==> config.mk <==
export PLATFORM = sky130hd
export DESIGN_NAME = serial_sign_mag_decoder
export DESIGN_NICKNAME = d
export VERILOG_FILES = /design/src/rtl/serial_sign_mag_decoder.sv
export SDC_FILE = /design/constraint.sdc
export NUM_CORES = 1
export LEC_CHECK = 0
export CAP_MARGIN = 20
export CORE_MARGIN = 3
export CORE_UTILIZATION = 55
export CTS_BUF_LIST = sky130_fd_sc_hd__clkbuf_16
export CTS_CLUSTER_DIAMETER = 80
export DETAILED_ROUTE_END_ITERATION = 8
export PLACE_DENSITY = 0.92
export SYNTH_ARGS = -nofsm -noshare
export SYNTH_HDL_FRONTEND = slang
export SYNTH_SLANG_ARGS = --single-unit
==> constraint.sdc <==
create_clock -name clk -period 4.3 [get_ports clk]
set_clock_uncertainty 0.2 [all_clocks]
set_input_delay 0.43 -clock clk [delete_from_list [all_inputs] [get_ports clk]]
set_output_delay 0.43 -clock clk [all_outputs]
set_load 0.02 [all_outputs]
==> src/rtl/serial_sign_mag_decoder.sv <==
`default_nettype none
// ============================================================================
// Module      : serial_sign_mag_decoder
// Description : Bit-serial decoder that converts a two's- or one's-complement
//               operand into an unsigned magnitude plus a sign bit. One
//               operand bit is processed per clock, LSB first. Every
//               conversion takes exactly W SHIFT cycles, followed by a
//               one-cycle DONE pulse.
// Ports       : clk      - rising-edge clock
//               rst      - asynchronous active-high reset
//               start    - conversion request, sampled only in IDLE
//               mode     - 0: two's complement, 1: one's complement
//               in_data  - W-bit operand, captured together with start
//               busy     - high while bits are being shifted
//               done     - one-cycle pulse, results valid from this cycle
//               mag      - unsigned magnitude
//               sign     - operand MSB
//               neg_zero - one's-complement negative zero was decoded
// Revision    : 1.0 - initial release
// ============================================================================
module serial_sign_mag_decoder #(
    parameter int W = 8
) (
    input  logic         clk,
    input  logic         rst,
    input  logic         start,
    input  logic         mode,
    input  logic [W-1:0] in_data,
    output logic         busy,
    output logic         done,
    output logic [W-1:0] mag,
    output logic         sign,
    output logic         neg_zero
);

    localparam int             CW     = $clog2(W);
    localparam logic [CW-1:0]  C_LAST = CW'(W - 1);

    localparam logic [1:0] S_IDLE  = 2'd0;
    localparam logic [1:0] S_SHIFT = 2'd1;
    localparam logic [1:0] S_DONE  = 2'd2;

    logic [1:0]    r_state;
    logic [1:0]    w_state_next;

    logic [W-1:0]  r_op;
    logic          r_md;
    logic          r_s;
    logic [CW-1:0] r_cnt;
    logic          r_seen_one;
    logic [W-1:0]  r_res;

    logic          w_bit;
    logic          w_r;
    logic [W-1:0]  w_res_next;
    logic          w_last;

    // ------------------------------------------------------------------
    // Per-bit decode
    // ------------------------------------------------------------------
    always_comb begin
        w_bit = r_op[r_cnt];
        w_r   = w_bit;
        if (r_md) begin
            // One's complement: a negative operand is simply inverted.
            w_r = r_s ? ~w_bit : w_bit;
        end else if (r_s) begin
            // Two's complement negate: copy bits up to and including the
            // first 1, then invert every bit above it.
            w_r = r_seen_one ? ~w_bit : w_bit;
        end
        // Shifting in from the MSB side puts the bit processed first at
        // bit 0 once all W bits have been shifted in.
        w_res_next = {w_r, r_res[W-1:1]};
        w_last     = (r_cnt == C_LAST);
    end

    // ------------------------------------------------------------------
    // FSM: state register
    // ------------------------------------------------------------------
    always_ff @(posedge clk or posedge rst) begin
        if (rst) begin
            r_state <= S_IDLE;
        end else begin
            r_state <= w_state_next;
        end
    end

    // ------------------------------------------------------------------
    // FSM: next-state logic
    // ------------------------------------------------------------------
    always_comb begin
        w_state_next = r_state;
        case (r_state)
            S_IDLE:  if (start)  w_state_next = S_SHIFT;
            S_SHIFT: if (w_last) w_state_next = S_DONE;
            S_DONE:  w_state_next = S_IDLE;
            default: w_state_next = S_IDLE;
        endcase
    end

    // ------------------------------------------------------------------
    // FSM: outputs
    // ------------------------------------------------------------------
    always_comb begin
        busy = (r_state == S_SHIFT);
        done = (r_state == S_DONE);
    end

    // ------------------------------------------------------------------
    // Datapath: operand capture, serial shift, result registers
    // ------------------------------------------------------------------
    always_ff @(posedge clk or posedge rst) begin
        if (rst) begin
            r_op       <= '0;
            r_md       <= 1'b0;
            r_s        <= 1'b0;
            r_cnt      <= '0;
            r_seen_one <= 1'b0;
            r_res      <= '0;
            mag        <= '0;
            sign       <= 1'b0;
            neg_zero   <= 1'b0;
        end else begin
            case (r_state)
                S_IDLE: begin
                    if (start) begin
                        r_op       <= in_data;
                        r_md       <= mode;
                        r_s        <= in_data[W-1];
                        r_cnt      <= '0;
                        r_seen_one <= 1'b0;
                        r_res      <= '0;
                    end
                end
                S_SHIFT: begin
                    r_res      <= w_res_next;
                    r_cnt      <= r_cnt + 1'b1;
                    r_seen_one <= r_seen_one | w_bit;
                    if (w_last) begin
                        // Results are published only on entry to DONE and
                        // then held until the next conversion completes.
                        mag      <= w_res_next;
                        sign     <= r_s;
                        neg_zero <= r_md & (&r_op);
                    end
                end
                default: ;
            endcase
        end
    end

endmodule
`default_nettype wire

Word-level counts from Yosys, hierarchy flattened
Index checks and enable logic that the tools add are counted.

Flip-flop bits (word level): 34. Input port bits: 12. Output and inout bits: 12. Logic and storage cells: 42.

$add $sub $neg: 1. Magnitude comparators: 1. Equality and inequality tests: 5. Mux-type cells: 15. Bitwise operators: 3. Reductions and logical operators: 7.

Operators by type and width (number): one-hot mux 8 bit (2 select lines) (1); 2-to-1 mux 8 bit (1); AND reduction 2 bit (4); AND reduction 8 bit (1); 2-to-1 mux 1 bit (6); one-hot mux 3 bit (2 select lines) (1); < comparator 3 x 4 -> 1 bit (second input constant) (1); 2-to-1 mux 2 bit (2); one-hot mux 2 bit (2 select lines) (1); adder 3 x 1 -> 3 bit (second input constant) (1); binary-select mux 1 bit (select 3 bit) (1); == test 3 bit (second input constant) (1); 2-to-1 mux 3 bit (1); == test 2 x 1 -> 1 bit (second input constant) (1); == test 2 bit (second input constant) (1); logical NOT 2 bit (1); != test 2 x 1 -> 1 bit (second input constant) (1); != test 2 bit (second input constant) (1); one-hot mux 1 bit (2 select lines) (1); nonzero test 2 bit (1); bitwise AND 1 bit (1); inverter 1 bit (1); OR 1 bit (1).

Depth between registers and ports, before layout
Gate-level depths: netlist of the first run.

Word-level depth: 7. Mapped depth: 7. Mapped depth without buffers: 7.

Worst setup path before layout of the first run
OpenSTA, ideal clock, no wires.

Path type: flip-flop to flip-flop. Start point: register r_cnt[0]. End point: register r_res[7]. Setup time: 0.134 ns. Arrival: 1.732 ns. Required time: 3.966 ns. Path slack: 2.233 ns. Cell stages (with the launch flop): 8. Buffers on the path: 0. Clock period less this slack: 2.067 ns. Path through: dfrtp_1 -> mux4_1 -> mux2i_4 -> ha_1 -> inv_1 -> o21ai_0 -> a21oi_2 -> o31ai_1.

Word-level cells in the longest chain between the ends: 7. Elaborated cells on any way between the ends: 8. Those cells by class: mux (7); bitwise (1).

Ends and longest elaborated chain: start: declaration (line 49) `logic [CW-1:0] r_cnt;`; start signal: assignment (line 138) `r_cnt <= r_cnt + 1'b1;`; binary-select mux 1 bit (select 3 bit) * (line 62) `w_bit = r_op[r_cnt];`; 2-to-1 mux 1 bit (not written as such) * (line 62); inverter 1 bit (line 66, 70); 2-to-1 mux 1 bit (line 70) `w_r = r_seen_one ? ~w_bit : w_bit;`; 2-to-1 mux 1 bit (line 67) `end else if (r_s) begin`; 2-to-1 mux 1 bit * (line 64) `if (r_md) begin`; one-hot mux 8 bit (2 select lines) * (line 125) `case (r_state)`; end signal: assignment (line 137) `r_res <= w_res_next;`; end: declaration (line 51) `logic [W-1:0] r_res;`.

Every way passes the cells marked *; elsewhere a longest branch is shown, timed or not. The select of a mux whose other input is x is not followed. A chain may end at the register's enable or synchronous reset.

Worst setup path after layout of the first run
Start point: register r_state[1]. End point: output busy.

Word-level cells in the longest chain between the ends: 1.

Ends and longest elaborated chain: start: declaration (line 43) `logic [1:0] r_state;`; start signal: assignment (line 85) `r_state <= w_state_next;`; == test 2 x 1 -> 1 bit (line 106) `busy = (r_state == S_SHIFT);`; end: declaration (line 29) `output logic busy,`.

Every way passes these cells.

==> flow_summary.ini, run 1 <==
[critical_path]
reg2regPathDepth = 4
crit_path_end_kind = primary output
cp.arrival_ns = 2.04
path_class = flip-flop to primary output
cp.required_ns = 3.67
critPathMaxFanout = 15
start_kind = flip-flop

[global_routing]
grt_antenna_before_repair = 0
track_usage_pct = 20.5
grt_pass1_vias = 1023
grt_max_degree = 21
grt_pass1_wl_mm = 4.71
overflow = 0

[clocking]
clk_latency_ns = 0.28
cts_setup_buffers = 0
cts_tree = yes
numCtsBuffers = 5
clkSlewWorstSetupHoldPaths_ns = 0.05
root_buffer = clkbuf_16
cts.sinks = 32
htreeDepth = 2
clockBufferDepth = 2
ctsHoldBuffers = 0
ctsResizeCount = 0

[floorplan]
row_count = 17
die-area_um2 = 3150
start_util_pct = 60.1
die_width_um = 56.1
core_area_um2 = 2300
boundaryPins = 24
die_h_um = 56.1

[power_and_ir_drop]
swShare_pct = 34.4
seqPwrFrac_pct = 36.7
powerDensity_nw_per_um2 = 841
peakVddDrop_mv = 0.570
p_leak_nw = 0.795
p_comb_share_pct = 37.7
p_int_mw = 1.00
switching_power_mw = 0.526
clkPwrFrac_pct = 25.6

[layout]
areaGrowthSynthToFinish_pct = 31.8
nets = 154
final_common_cell = dfrtp_1
drive_gt1_share_pct = 20.0
finalNonFillerCells = 168
layout_common_cells = dfrtp_1 (32), clkdlybuf4s50_1 (23), nand2_1 (21)
antennaDiodeCount = 0

[place]
dp.cells = 160
io_buffers = 23
post-place-ws_ns = 1.99
dp.final_hpwl_mm = 1.88
gp_congestion = 0.763

[synthesis]
synth_top_cells_by_area = dfrtp_1 (58%), mux2_2 (14%), nand2_1 (5.7%), o21ai_0 (4.0%), mux4_1 (3.8%)
yosysTopAreaCell = dfrtp_1
syn_area_per_cell_um2 = 12.4
synth.distinct_cells = 23
synth_fp_nets = 126
synth_seq_cells = 32
synth_cells = 111
yosysSeqAreaShare_pct = 58.0
synthesis.area_um2 = 1380
synth_top_area_share_pct = 58.0
yosys_warnings = 0

[sta]
slew_headroom_pct = 49.9
fin_ws_ns = 1.63
hold_ws_ns = 0.290
worst_pin_slew_ns = 0.750
min_period_ns = 2.67
setup_tns_ns = 0
slew_violations = 0
max_freq_mhz = 375
rsz0062_at_grt = no
fin_crit_sh_pct = 62.0
setup_violations = 0
hold_viol = 0

[route]
wl_per_cell_um = 16.9
drtAntennaViolNets = 0
drc_errors = 0
drt-initial-drc-count = 23
firstDrtPassIters = 4
vias = 966
vias_per_cell = 5.75
drt_wl_total_mm = 2.84

[min_path]
hold_depth = 2
hp-class = flip-flop to flip-flop

[flow_run]
drv_cap = 0

[outcome]
status = complete, no violations
## worst max-delay path, stage by stage (launching register included)
cell and delay, ns:
dfrtp_1 0.43, nand2b_2 0.35, clkinv_1 0.34, clkdlybuf4s50_1 0.64
## layer usage
layer | vias up | routed length (µm) | global-route usage, %
met2 | 20 | 1560 | 34.9
li1 | 447 | - | -
met5 | - | 0 | 0
met3 | 7 | 137 | 8.58
met1 | 492 | 1080 | 22.2
met4 | 0 | 55 | 8.81
## cell usage after synthesis
library cell   n
nand4_1        2
buf_2          1
nand2b_2       1
buf_4          1
ha_1           3
mux2_2        17
a21oi_2        1
nand2b_1       2
mux4_1         2
dfrtp_1       32
mux2i_4        1
clkinv_1       1
clkbuf_1       1
nor2_1         1
nand2_1       21
a21oi_1        1
o211ai_1       2
nor2_2         1
o21ai_0       11
inv_1          4
o22ai_1        1
nor2b_1        2
o31ai_1        2
## worst paths after layout
check                      startpoint  endpoint  slack, ns
setup / recovery           r_state[1]      busy       1.63
hold / removal               neg_zero  neg_zero       0.29
hold reg to reg              neg_zero  neg_zero       0.29
min in group asynchronous         rst    mag[3]       0.31
setup reg to reg           r_state[1]    mag[1]       1.96
max in group asynchronous         rst   r_op[4]       3.10
## logic make-up after synthesis
group                    count (synthesis)  synth area share (%)
buffers and inverters                    8                  2.54
flip-flops                              32                  58.0
multiplexers                            20                  19.3
AND/OR/NAND/NOR                         30                  9.79
AO/OA/AOI/OAI                           18                  7.61
adder cells (fa/ha/maj)                  3                  2.72
## cell type report
cell class	instances	area, µm²
Clock buffer	5	125
Clock inverter	3	37.5
Fill cell	135	478
Inverter	5	18.8
Multi-Input combinational cell	71	544
Sequential cell	32	801
Tap cell	28	35.0
Timing Repair Buffer	24	258
## power groups by stage
stage / Combinational, mW / Clock (mW) / Sequential (mW)
floorplan: 0.346 / 0 / 0.583
global placement: 0.529 / 0 / 0.551
detailed placement: 0.567 / 0 / 0.561
CTS: 0.583 / 0.395 / 0.561
global route: 0.626 / 0.408 / 0.581
finish: 0.577 / 0.391 / 0.562
## through the flow
step	instance area, µm²	utilization (%)	power, mW
final	1820	79.2	1.53
after global routing	1820	79.2	1.62
after CTS	1820	79.2	1.54
after detailed placement	1660	72.1	1.13
after global placement	1630	70.9	1.08
after floorplan	1380	-	0.928
## flip-flops by register name, summed over array words and instances (netlist names)
| register | flops |
|---|---|
| mag | 8 |
| neg_zero | 1 |
| r_cnt | 3 |
| r_md | 1 |
| r_op | 8 |
| r_res | 7 |
| r_seen_one | 1 |
| r_state | 2 |
| sign | 1 |
No activity file was read; power rests on OpenSTA's default activity.
==> inputs of run 2 (changes only) <==
Settings changed: CORE_UTILIZATION 55 to 51, PLACE_DENSITY 0.92 to 0.86.
Clock period 4.3 ns to 2.79 ns, I/O delays scaled along.
==> flow_summary.ini, run 2 (synthesis gave the netlist of run 1 again) <==
[clocking]
clkSlewWorstSetupHoldPaths_ns = 0.05
root_buffer = clkbuf_16
clk_latency_ns = 0.27
cts_setup_buffers = 0
cts.sinks = 32
ctsResizeCount = 0
htreeDepth = 2
clockBufferDepth = 2
ctsHoldBuffers = 0
numCtsBuffers = 5
cts_tree = yes

[critical_path]
cp.arrival_ns = 1.95
r2r_end = r_res[7]
cp_top_family = buffers and inverters
rrSetupSlack_ns = 0.51
cp.required_ns = 2.31
cp-endpoint = busy
crit_slowest_cell = clkdlybuf4s50_1
crit_path_end_kind = primary output
startpoint = r_state[1]
slowest_delay_ns = 0.63
critPathMaxFanout = 15
reg2regPathDepth = 7
crit_chain = nand2b_2, clkinv_1, clkdlybuf4s50_1
critPathBufInv = 2
path_class = flip-flop to primary output
r2r-start = r_cnt[0]
start_kind = flip-flop
path_depth = 3

[floorplan]
die_h_um = 58.0
start_util_pct = 54.7
row_count = 18
die_width_um = 58.0
boundaryPins = 24
core_area_um2 = 2520
die-area_um2 = 3370

[global_routing]
grt_pass1_wl_mm = 4.71
overflow = 0
grt_pass1_vias = 1012
grt_antenna_before_repair = 0
track_usage_pct = 19.7
grt_max_degree = 33

[sta]
slew_violations = 0
rsz0062_at_grt = no
hold_viol = 0
setup_tns_ns = 0
min_period_ns = 2.43
worst_pin_slew_ns = 0.506
slew_headroom_pct = 66.2
max_freq_mhz = 412
fin_crit_sh_pct = 87.0
setup_violations = 0

[layout]
nFillCells = 170
final_util_pct = 71.7
regArea_um2 = 801
drive_gt1_share_pct = 20.6
nets = 155
layout_common_cells = dfrtp_1 (32), clkdlybuf4s50_1 (23), nand2_1 (21)
multi_input_area_um2 = 544
reg_top3 = mag: 8 flops, r_op: 8 flops, r_res: 7 flops
areaGrowthSynthToFinish_pct = 31.1
antennaDiodeCount = 0
final_common_cell = dfrtp_1

[route]
drc_errors = 0
vias = 918
drtAntennaViolNets = 0
vias_per_cell = 5.37
drt-initial-drc-count = 23
drt_wl_total_mm = 2.68
wl_per_cell_um = 15.6
firstDrtPassIters = 4

[outcome]
status = complete, no violations

[place]
gp_congestion = 0.757
dp.final_hpwl_mm = 1.90
io_buffers = 23

[flow_run]
drv_cap = 0

[power_and_ir_drop]
p_leak_nw = 0.793
peakVddDrop_mv = 1.05
powerDensity_nw_per_um2 = 1290

[min_path]
hp-class = input port to asynchronous set/reset pin
run 2: changes by cell type in the layout (fill, tap and decap cells not counted), sizes merged:
| cell | previous run | this run |
|---|---|---|
| buf | 1 | 2 |
run 2: power by group:
| part | internal, mW | total, mW | switching [mW] |
|---|---|---|---|
| Clock | 0.414 | 0.595 | 0.182 |
| Combinational | 0.448 | 0.876 | 0.429 |
| Sequential | 0.688 | 0.863 | 0.176 |
run 2: worst min path at each step:
| stage | startpoint | to | slack [ns] | depth (start not counted) |
|---|---|---|---|---|
| finish | rst | mag[0] | 0.18 | 3 |
| global route | rst | r_res[1] | 0.23 | 3 |
| CTS | rst | mag[0] | 0.19 | 3 |
| detailed placement | mag[7] | mag[7] | 0.28 | 2 |
| global placement | mag[7] | mag[7] | 0.27 | 2 |
| floorplan | rst | mag[0] | 0.20 | 1 |
run 2: layout make-up:
type,instances,area share [%]
well taps,30,2.07
clock inverters,3,2.07
repair buffers,25,13.6
clock buffers,5,6.92
multi-input cells,71,30.1
flip-flops and latches,32,44.3
inverters,5,1.04
run 2: per-stage QoR:
stage / setup WS [ns] / power [mW] / instances / area, µm² / hold WS (ns)
finish: 0.362 / 2.34 / 171 / 1810 / 0.185
global placement: 0.602 / 1.68 / 163 / 1650 / 0.272
floorplan: 0.723 / 1.43 / 111 / 1380 / 0.195
detailed placement: 0.518 / 1.75 / 163 / 1650 / 0.278
global route: 0.215 / 2.50 / 171 / 1810 / 0.229
CTS: 0.375 / 2.36 / 171 / 1810 / 0.191
run 2: metal layers:
| layer | wire (µm) | vias to the layer above | global-route usage [%] |
|---|---|---|---|
| met1 | 1120 | 446 | 23.2 |
| li1 | - | 444 | - |
| met3 | 149 | 6 | 7.57 |
| met4 | 55 | 0 | 7.95 |
| met5 | 0 | - | 0 |
| met2 | 1360 | 22 | 32.3 |
run 2: worst reg2reg max path, stage by stage (launching register included):
cell and delay [ns]:
dfrtp_1 0.45, mux4_1 0.63, mux2i_4 0.19, ha_1 0.15, inv_1 0.03, o21ai_0 0.20, a21oi_2 0.07, o31ai_1 0.26
